`src/rtl/pmod_vector_tx_if.sv`:
```
// Control and PMOD-side signal bundle for the vector transmitter.
// The master side (button logic or bench) drives start/loop/abort; the slave (transmitter) drives the pins.
interface pmod_vector_tx_if;
  logic       start;
  logic       loop;
  logic       abort;
  logic [3:0] vec;
  logic       strobe;
  logic       busy;
  logic       done;

  modport master (
    output start,
    output loop,
    output abort,
    input  vec,
    input  strobe,
    input  busy,
    input  done
  );

  modport slave (
    input  start,
    input  loop,
    input  abort,
    output vec,
    output strobe,
    output busy,
    output done
  );
endinterface

```
`src/rtl/pmod_vector_tx.sv`:
```
// Steps a 4-bit vector through all 16 values on the PMOD header, one vector every STEP_CYCLES,
// with a registered sample strobe that sits strictly inside each vector's stable window.
module pmod_vector_tx #(
  parameter int STEP_CYCLES   = 12000000,
  parameter int SETTLE_CYCLES = 1200,
  parameter int STROBE_CYCLES = 1200
) (
  input  logic             clk,
  input  logic             rst,
  pmod_vector_tx_if.slave  bus
);

  localparam int CW = (STEP_CYCLES > 1) ? $clog2(STEP_CYCLES) : 1;
  localparam logic [CW-1:0] SETTLE_LAST = CW'(SETTLE_CYCLES - 1);
  localparam logic [CW-1:0] STROBE_LAST = CW'(SETTLE_CYCLES + STROBE_CYCLES - 1);
  localparam logic [CW-1:0] STEP_LAST   = CW'(STEP_CYCLES - 1);
  localparam logic [CW-1:0] CNT_ONE     = CW'(1);
  localparam logic [CW-1:0] CNT_ZERO    = CW'(0);

  typedef enum logic [1:0] {
    IDLE   = 2'd0,
    SETTLE = 2'd1,
    STROBE = 2'd2,
    HOLD   = 2'd3
  } state_t;

  state_t        r_state;
  logic [CW-1:0] r_cnt;
  logic [3:0]    r_vec;
  logic          r_strobe;
  logic          r_busy;
  logic          r_done;
  logic          r_sync1;
  logic          r_sync2;
  logic          r_sync2_d;
  logic          w_start_rise;

  // Start button synchronizer plus delayed copy of the second flop for edge detection.
  always_ff @(posedge clk) begin
    if (rst) begin
      r_sync1   <= 1'b0;
      r_sync2   <= 1'b0;
      r_sync2_d <= 1'b0;
    end else begin
      r_sync1   <= bus.start;
      r_sync2   <= r_sync1;
      r_sync2_d <= r_sync2;
    end
  end

  assign w_start_rise = r_sync2 & ~r_sync2_d;

  // Sweep FSM: owns the cycle counter and every registered output.
  always_ff @(posedge clk) begin
    if (rst) begin
      r_state  <= IDLE;
      r_cnt    <= CNT_ZERO;
      r_vec    <= 4'd0;
      r_strobe <= 1'b0;
      r_busy   <= 1'b0;
      r_done   <= 1'b0;
    end else if ((r_state != IDLE) && bus.abort) begin
      // Abort outranks the wrap decision, so a sweep ending here never reports done.
      r_state  <= IDLE;
      r_cnt    <= CNT_ZERO;
      r_vec    <= 4'd0;
      r_strobe <= 1'b0;
      r_busy   <= 1'b0;
      r_done   <= 1'b0;
    end else begin
      r_done <= 1'b0;
      case (r_state)
        IDLE: begin
          r_strobe <= 1'b0;
          if (w_start_rise && !bus.abort) begin
            r_state <= SETTLE;
            r_cnt   <= CNT_ZERO;
            r_vec   <= 4'd0;
            r_busy  <= 1'b1;
          end else begin
            r_state <= IDLE;
            r_busy  <= 1'b0;
          end
        end
        SETTLE: begin
          r_cnt <= r_cnt + CNT_ONE;
          if (r_cnt == SETTLE_LAST) begin
            r_state  <= STROBE;
            r_strobe <= 1'b1;
          end else begin
            r_strobe <= 1'b0;
          end
        end
        STROBE: begin
          r_cnt <= r_cnt + CNT_ONE;
          if (r_cnt == STROBE_LAST) begin
            r_state  <= HOLD;
            r_strobe <= 1'b0;
          end else begin
            r_strobe <= 1'b1;
          end
        end
        HOLD: begin
          r_strobe <= 1'b0;
          if (r_cnt == STEP_LAST) begin
            r_cnt <= CNT_ZERO;
            if (r_vec != 4'd15) begin
              r_vec   <= r_vec + 4'd1;
              r_state <= SETTLE;
            end else if (bus.loop) begin
              r_vec   <= 4'd0;
              r_state <= SETTLE;
            end else begin
              r_state <= IDLE;
              r_busy  <= 1'b0;
              r_done  <= 1'b1;
            end
          end else begin
            r_cnt <= r_cnt + CNT_ONE;
          end
        end
        default: begin
          r_state  <= IDLE;
          r_cnt    <= CNT_ZERO;
          r_vec    <= 4'd0;
          r_strobe <= 1'b0;
          r_busy   <= 1'b0;
        end
      endcase
    end
  end

  assign bus.vec    = r_vec;
  assign bus.strobe = r_strobe;
  assign bus.busy   = r_busy;
  assign bus.done   = r_done;

endmodule
```
`src/flat_wrapper.sv`:
```
// flat-port wrapper written by rule: the top's interface ports become plain ports
module pmod_vector_tx_flat 
#(
  parameter int STEP_CYCLES   = 12000000,
  parameter int SETTLE_CYCLES = 1200,
  parameter int STROBE_CYCLES = 1200
)
  (clk, rst, bus_start, bus_loop, bus_abort, bus_vec, bus_strobe, bus_busy, bus_done);
  pmod_vector_tx_if bus_i ();
  input  logic clk;
  input  logic rst;
  input wire logic [$bits(bus_i.start)-1:0] bus_start;
  input wire logic [$bits(bus_i.loop)-1:0] bus_loop;
  input wire logic [$bits(bus_i.abort)-1:0] bus_abort;
  output wire logic [$bits(bus_i.vec)-1:0] bus_vec;
  output wire logic [$bits(bus_i.strobe)-1:0] bus_strobe;
  output wire logic [$bits(bus_i.busy)-1:0] bus_busy;
  output wire logic [$bits(bus_i.done)-1:0] bus_done;
  assign bus_i.start = bus_start;
  assign bus_i.loop = bus_loop;
  assign bus_i.abort = bus_abort;
  assign bus_vec = bus_i.vec;
  assign bus_strobe = bus_i.strobe;
  assign bus_busy = bus_i.busy;
  assign bus_done = bus_i.done;
  pmod_vector_tx #(.STEP_CYCLES(STEP_CYCLES), .SETTLE_CYCLES(SETTLE_CYCLES), .STROBE_CYCLES(STROBE_CYCLES)) u_core (.clk(clk), .rst(rst), .bus(bus_i));
endmodule
```
`config.mk`:
```
export PLATFORM = sky130hd
export DESIGN_NAME = pmod_vector_tx_flat
export DESIGN_NICKNAME = d
export VERILOG_FILES = /design/src/rtl/pmod_vector_tx_if.sv /design/src/rtl/pmod_vector_tx.sv /design/src/flat_wrapper.sv
export SDC_FILE = /design/constraint.sdc
export NUM_CORES = 1
export LEC_CHECK = 0
export CORE_MARGIN = 1
export CORE_UTILIZATION = 45
export DETAILED_ROUTE_END_ITERATION = 8
export PLACE_DENSITY_LB_ADDON = 0.1
export SETUP_SLACK_MARGIN = 0.02
export SYNTH_ARGS = -nofsm -noshare
export SYNTH_HDL_FRONTEND = slang
export SYNTH_SLANG_ARGS = --single-unit
```
`constraint.sdc`:
```
create_clock -name clk -period 2.8 [get_ports clk]
set_input_delay 0.56 -clock clk [delete_from_list [all_inputs] [get_ports clk]]
set_output_delay 0.56 -clock clk [all_outputs]
set_load 0.1 [all_outputs]
```
==> flow_summary.yaml, run 1 <==
status:
  outcome: "complete, no violations"
power:
  p_leak_nw: 0.770
  p_seq_frac: 0.442
  power_frac_comb: 0.244
  p_int_w: 0.000822
  power_density_mw_per_mm2: 559
  p_total_w: 0.00122
  clkPwrFrac: 0.313
  ir_drop_v: 0.000225
  switchingPower_w: 0.000395
  swShare: 0.324
critical_path:
  crit_chain: "ha_1 > and4_1 > nand4b_2 > o21ai_4 > a211oi_4 > buf_4 > and3_1 > a221o_1"
  ff2ff_path_depth: 8
  max_stage_delay_ps: 410
  cp_max_fo: 16
  crit_path_end_kind: "flip-flop"
  rr_endpoint: "u_core.r_cnt[17]$_SDFFE_PP0P_"
  r2r-start: "u_core.r_cnt[0]$_SDFFE_PP0P_"
  path_class: "reg -> reg"
  reg2reg_slack_ps: 490
  slowest_stage: "dfxtp_1"
  critPathBufInv: 1
  critPathTopFamily: "simple AND/OR/NAND/NOR gates"
  start_kind: "flip-flop"
  crit_required_ps: 2980
  critPathArrivalTime_ps: 2490
final_layout:
  drive_gt1_frac: 0.100
  stdcell_area_mm2: 0.00218
  multiInputGateArea_mm2: 0.00114
  area_growth_pct: 11.8
  n_fill_cell: 429
  seq_area_um2: 721
  finalNetCount: 270
  diodes: 0
synth:
  async_flop_share: 0
  ys_ff_latch: 36
  ys_warn_count: 0
  synth_top_area_share: 0.370
  synth_edf_count: 0
  syn_nets: 257
  synth_flop_cell: "dfxtp_1"
  ys_types: 49
  ys_seq_area_frac: 0.370
  synthTopCellsByArea: "dfxtp_1 37%, nand2_1 6.0%, nand3_1 5.9%, nor2_1 4.2%, ha_1 3.9%"
  yosys.area.top_type: "dfxtp_1"
  synthCells: 246
  synth_area_per_cell_um2: 7.92
  synth_area_mm2: 0.00195
placed_design:
  dpl.hpwl_um: 3100
  gp_congestion: 0.821
  portBuffers: 11
  place_area_mm2: 0.00209
die:
  die_h_um: 67.8
  fp.dieW_um: 67.8
  pin_count: 12
  die-area_mm2: 0.00460
  start_util: 0.477
  rows: 23
  core_mm2: 0.00409
clock_tree:
  post_cts_buffers: 0
  h-tree-depth: 2
  clk_latency_ps: 290
  cts_buffers: 5
  path_clk_slew_ps: 70
  cts_tree: "yes"
  cts_root_buf: "clkbuf_8"
  clockBufferDepth: 2
  clock_sinks: 36
  cts.repair.resized: 0
  postCtsHoldBufs: 0
route:
  dr.pass1.iters: 5
  route.vias.total: 1782
  drt-wirelength-per-cell_um: 13.8
  ant_nets: 0
  drt_iter0_drc: 101
  drc: 0
  wirelength_um: 4280
  drt-vias-per-instance: 5.75
grt:
  grt_max_degree: 17
  grt_pass1_wl_um: 7420
  first_global_vias: 1591
  antenna_found_initial: 0
  track_usage: 0.214
  overflow: 0
hold_path:
  min_from: "u_core.r_sync1$_SDFF_PP0_"
  min_path_cells: 1
  hp-class: "reg -> reg"
  min_to: "u_core.r_sync2$_SDFF_PP0_"
timing:
  rsz0062_at_grt: "false"
  setup_viol: 0
  finalCritPeriodShare: 0.825
  relSlewSlack: 0.634
  skew_ps: 8.05
  fmax_mhz: 433
  slew_violations: 0
  worst_slew_pin_slew_ps: 545
  holdWs_ps: 432
  final_hold_viol_count: 0
  tns_ps: 0
  fin_crit_ps: 2310
job:
  cap_violations: 0
[sequential cells by signal (all words and copies together), names as in the netlist]
name               count
u_core.bus.busy        1
u_core.bus.done        1
u_core.bus.strobe      1
u_core.bus.vec         4
u_core.r_cnt          24
u_core.r_state         2
u_core.r_sync1         1
u_core.r_sync2         1
u_core.r_sync2_d       1
[metrics by stage]
step	setup WS, ps	instances	util
detailed placement	410	302	0.511
CTS	494	310	0.533
floorplan	532	246	-
global placement	453	302	0.511
finish	490	310	0.533
global route	347	310	0.533
[placed cells by master (no fill, tap or decap), types with 6 or more instances in the layout]
cell type   n
a21oi_1    14
a31oi_1    11
buf_4      12
clkbuf_8    6
dfxtp_1    36
ha_1        6
inv_1      10
nand2_1    31
nand3_1    23
nand4_1     8
nor2_1     22
nor3_1      8
o21ai_0    12
[logic make-up (layout without fill, tap and decap cells)]
group           count (synthesis)  in the layout  share of synthesized area
mux                             2              2                     0.0103
buf+inv                        20             34                     0.0469
flops                          36             36                      0.370
fa+ha+maj                       6              6                     0.0385
simple gates                  121            121                      0.323
xor+xnor                        1              1                    0.00450
compound gates                 60             60                      0.207
[cells in the mapped netlist, types with 3 or more instances]
| cell | number |
|---|---|
| nor2_1 | 22 |
| nor2b_1 | 3 |
| and2_1 | 4 |
| nand4_1 | 8 |
| dfxtp_1 | 36 |
| inv_1 | 10 |
| ha_1 | 6 |
| nor3_1 | 8 |
| a31oi_1 | 11 |
| a21o_1 | 4 |
| buf_2 | 6 |
| nand3_1 | 23 |
| nor4_1 | 3 |
| nand2b_1 | 4 |
| a22o_1 | 3 |
| nand2_1 | 31 |
| a21oi_1 | 14 |
| o21ai_0 | 12 |
[routing by layer]
layer / part of all wire / global-route usage
met5: 0 / 0
met4: 0.015 / 0.0781
met1: 0.53 / 0.292
met3: 0.033 / 0.0456
met2: 0.42 / 0.328
[worst max-delay path by stage]
stage	end	from	depth (start not counted)
3_5_place_dp	u_core.bus.vec[3]$_SDFFE_PP0P_	bus_abort	7
3_3_place_gp	u_core.r_cnt[14]$_SDFFE_PP0P_	rst	5
6_report	u_core.r_cnt[17]$_SDFFE_PP0P_	u_core.r_cnt[0]$_SDFFE_PP0P_	8
4_1_cts	u_core.r_cnt[17]$_SDFFE_PP0P_	u_core.r_cnt[0]$_SDFFE_PP0P_	8
5_1_grt	u_core.r_cnt[17]$_SDFFE_PP0P_	u_core.r_cnt[0]$_SDFFE_PP0P_	8
2_1_floorplan	u_core.bus.vec[0]$_SDFFE_PP0P_	u_core.bus.vec[0]$_SDFFE_PP0P_	7
[power groups by stage]
stage                     clock network (W)  registers [W]  logic [W]
after detailed placement                  0       0.000550   0.000297
after CTS                          0.000395       0.000538   0.000298
after global routing               0.000409       0.000540   0.000330
final                              0.000381       0.000538   0.000297
after floorplan                           0       0.000564   0.000204
after global placement                    0       0.000550   0.000295
[cell type report]
type / instances / share of cell area
Multi-Input combinational cell: 190 / 0.522
Clock buffer: 8 / 0.0414
Inverter: 10 / 0.0172
Tap cell: 50 / 0.0287
Sequential cell: 36 / 0.331
Timing Repair Buffer: 16 / 0.0598
[worst register-to-register path: stages, from the launching register on]
cell	delay, ps
dfxtp_1	410
ha_1	290
and4_1	290
nand4b_2	210
o21ai_4	260
a211oi_4	120
buf_4	210
and3_1	170
a221o_1	250
(Power assumes the default switching activity.)
==> run 2, diff against run 1 <==
Clock period 2.8 ns to 2.4 ns, I/O delays scaled along.
==> run 2 against run 1 <==
Net effect:
- largest cell class unchanged
- fmax increased by 5.9%
- core utilization rose by 1.9 points
- first-iteration DRC count grew 28%
- worst setup slack got worse by 270 ps
- largest power group unchanged
- design area increased by 3.6%
- non-clock buffer count rose by 8
- highest routed layer unchanged
- wire length increased by 0.51%
- sequential share of layout area down 1.2 points
- combinational power up 25%
- flip-flop and latch count did not move
==> flow_summary.yaml, run 2 (synthesis gave the netlist of run 1 again) <==
power:
  p_leak_nw: 0.820
  p_total_w: 0.00146
  ir_drop_v: 0.000348
  power_density_mw_per_mm2: 648
final_layout:
  area_growth_pct: 15.8
  top_register: "u_core.r_cnt"
  diodes: 0
  post-route-util: 0.552
  mostFrequentLayoutCell: "dfxtp_1"
  finalNetCount: 278
  most-common-layout-cells: "36 x dfxtp_1, 31 x nand2_1, 23 x nand3_1, 22 x nor2_1, 19 x buf_4"
  largest_reg_flops: 24
  drive_gt1_frac: 0.131
route:
  drt-wirelength-per-cell_um: 13.6
  drt-vias-per-instance: 5.62
  drt_iter0_drc: 129
  drc: 0
  dr.pass1.iters: 4
  route.vias.total: 1781
  ant_nets: 0
  wirelength_um: 4300
die:
  pin_count: 12
  core_mm2: 0.00409
  fp.dieW_um: 67.8
  die_h_um: 67.8
  die-area_mm2: 0.00460
  rows: 23
  start_util: 0.477
critical_path:
  critPathArrivalTime_ps: 2360
  crit_required_ps: 2580
  crit_path_end_kind: "flip-flop"
  start_kind: "flip-flop"
  cp_max_fo: 26
  path_class: "reg -> reg"
timing:
  fmax_mhz: 458
  tns_ps: 0
  relSlewSlack: 0.698
  skew_ps: 5.61
  rsz0062_at_grt: "false"
  fin_ws_ps: 219
  finalCritPeriodShare: 0.909
  final_hold_viol_count: 0
  worst_slew_pin_slew_ps: 449
  fin_crit_ps: 2180
  slew_violations: 0
  setup_viol: 0
hold_path:
  hp-class: "reg -> reg"
grt:
  first_global_vias: 1455
  antenna_found_initial: 0
  grt_max_degree: 27
  grt_pass1_wl_um: 6920
  track_usage: 0.204
  overflow: 0
clock_tree:
  postCtsHoldBufs: 0
  path_clk_slew_ps: 70
  clock_sinks: 36
  cts_buffers: 5
  cts_tree: "yes"
  cts.repair.resized: 0
  clk_latency_ps: 280
  post_cts_buffers: 0
  cts_root_buf: "clkbuf_8"
  clockBufferDepth: 2
  h-tree-depth: 2
placed_design:
  post-place-ws_ps: 177
  gp_congestion: 0.782
  portBuffers: 11
  dpl.hpwl_um: 3120
job:
  cap_violations: 0
status:
  outcome: "complete, no violations"
[run 2: cell count changes in the layout (fill, tap and decap cells not counted), sizes merged]
| cell | previous run | this run |
|---|---|---|
| buf | 12 | 20 |
| clkbuf | 8 | 7 |
[run 2: cell type report]
type / instances / area, µm²
inverter: 10 / 37.5
sequential: 36 / 721
tap: 50 / 62.6
clock buffer: 7 / 96.3
multi-input combinational: 190 / 1140
fill: 379 / 1830
timing repair buffer: 24 / 203
[run 2: per-stage QoR]
step,hold WS [ps],instances,cell area (µm²)
2_1_floorplan,414,246,1950
3_3_place_gp,418,310,2160
3_5_place_dp,427,310,2160
4_1_cts,444,317,2260
5_1_grt,478,317,2260
6_report,438,317,2260
[run 2: layer usage]
layer | wire length [µm] | track usage | vias to the layer above
met5 | 0 | 0 | -
met4 | 55 | 0.0677 | 0
met3 | 123 | 0.0591 | 5
met2 | 1820 | 0.295 | 24
met1 | 2300 | 0.288 | 811
li1 | - | - | 941
[run 2: where the power goes]
part | total (W) | switching (W) | internal, W | leakage [nW]
combinational | 0.000370 | 0.000241 | 0.000129 | 0.479
clock | 0.000463 | 0.000207 | 0.000256 | 0.0503
sequential | 0.000628 | 0.0000145 | 0.000614 | 0.291
[run 2: worst max-delay path, cell delays in order, from the launching register on]
cell and delay [ps]:
dfxtp_1 400, ha_1 270, and4_1 280, nand4b_2 200, o21ai_4 240, a211oi_4 100, buf_12 170, and3_1 160
a221o_1 250
[run 2: path summary, 6_finish.rpt]
path	cells after the start	from	slack, ps	endpoint
worst max-delay path	8	u_core.r_cnt[0]$_SDFFE_PP0P_	220	u_core.r_cnt[17]$_SDFFE_PP0P_
worst min-delay path	1	u_core.r_sync1$_SDFF_PP0_	440	u_core.r_sync2$_SDFF_PP0_
worst max register to register	8	u_core.r_cnt[0]$_SDFFE_PP0P_	220	u_core.r_cnt[17]$_SDFFE_PP0P_
worst min register to register	1	u_core.r_sync1$_SDFF_PP0_	440	u_core.r_sync2$_SDFF_PP0_
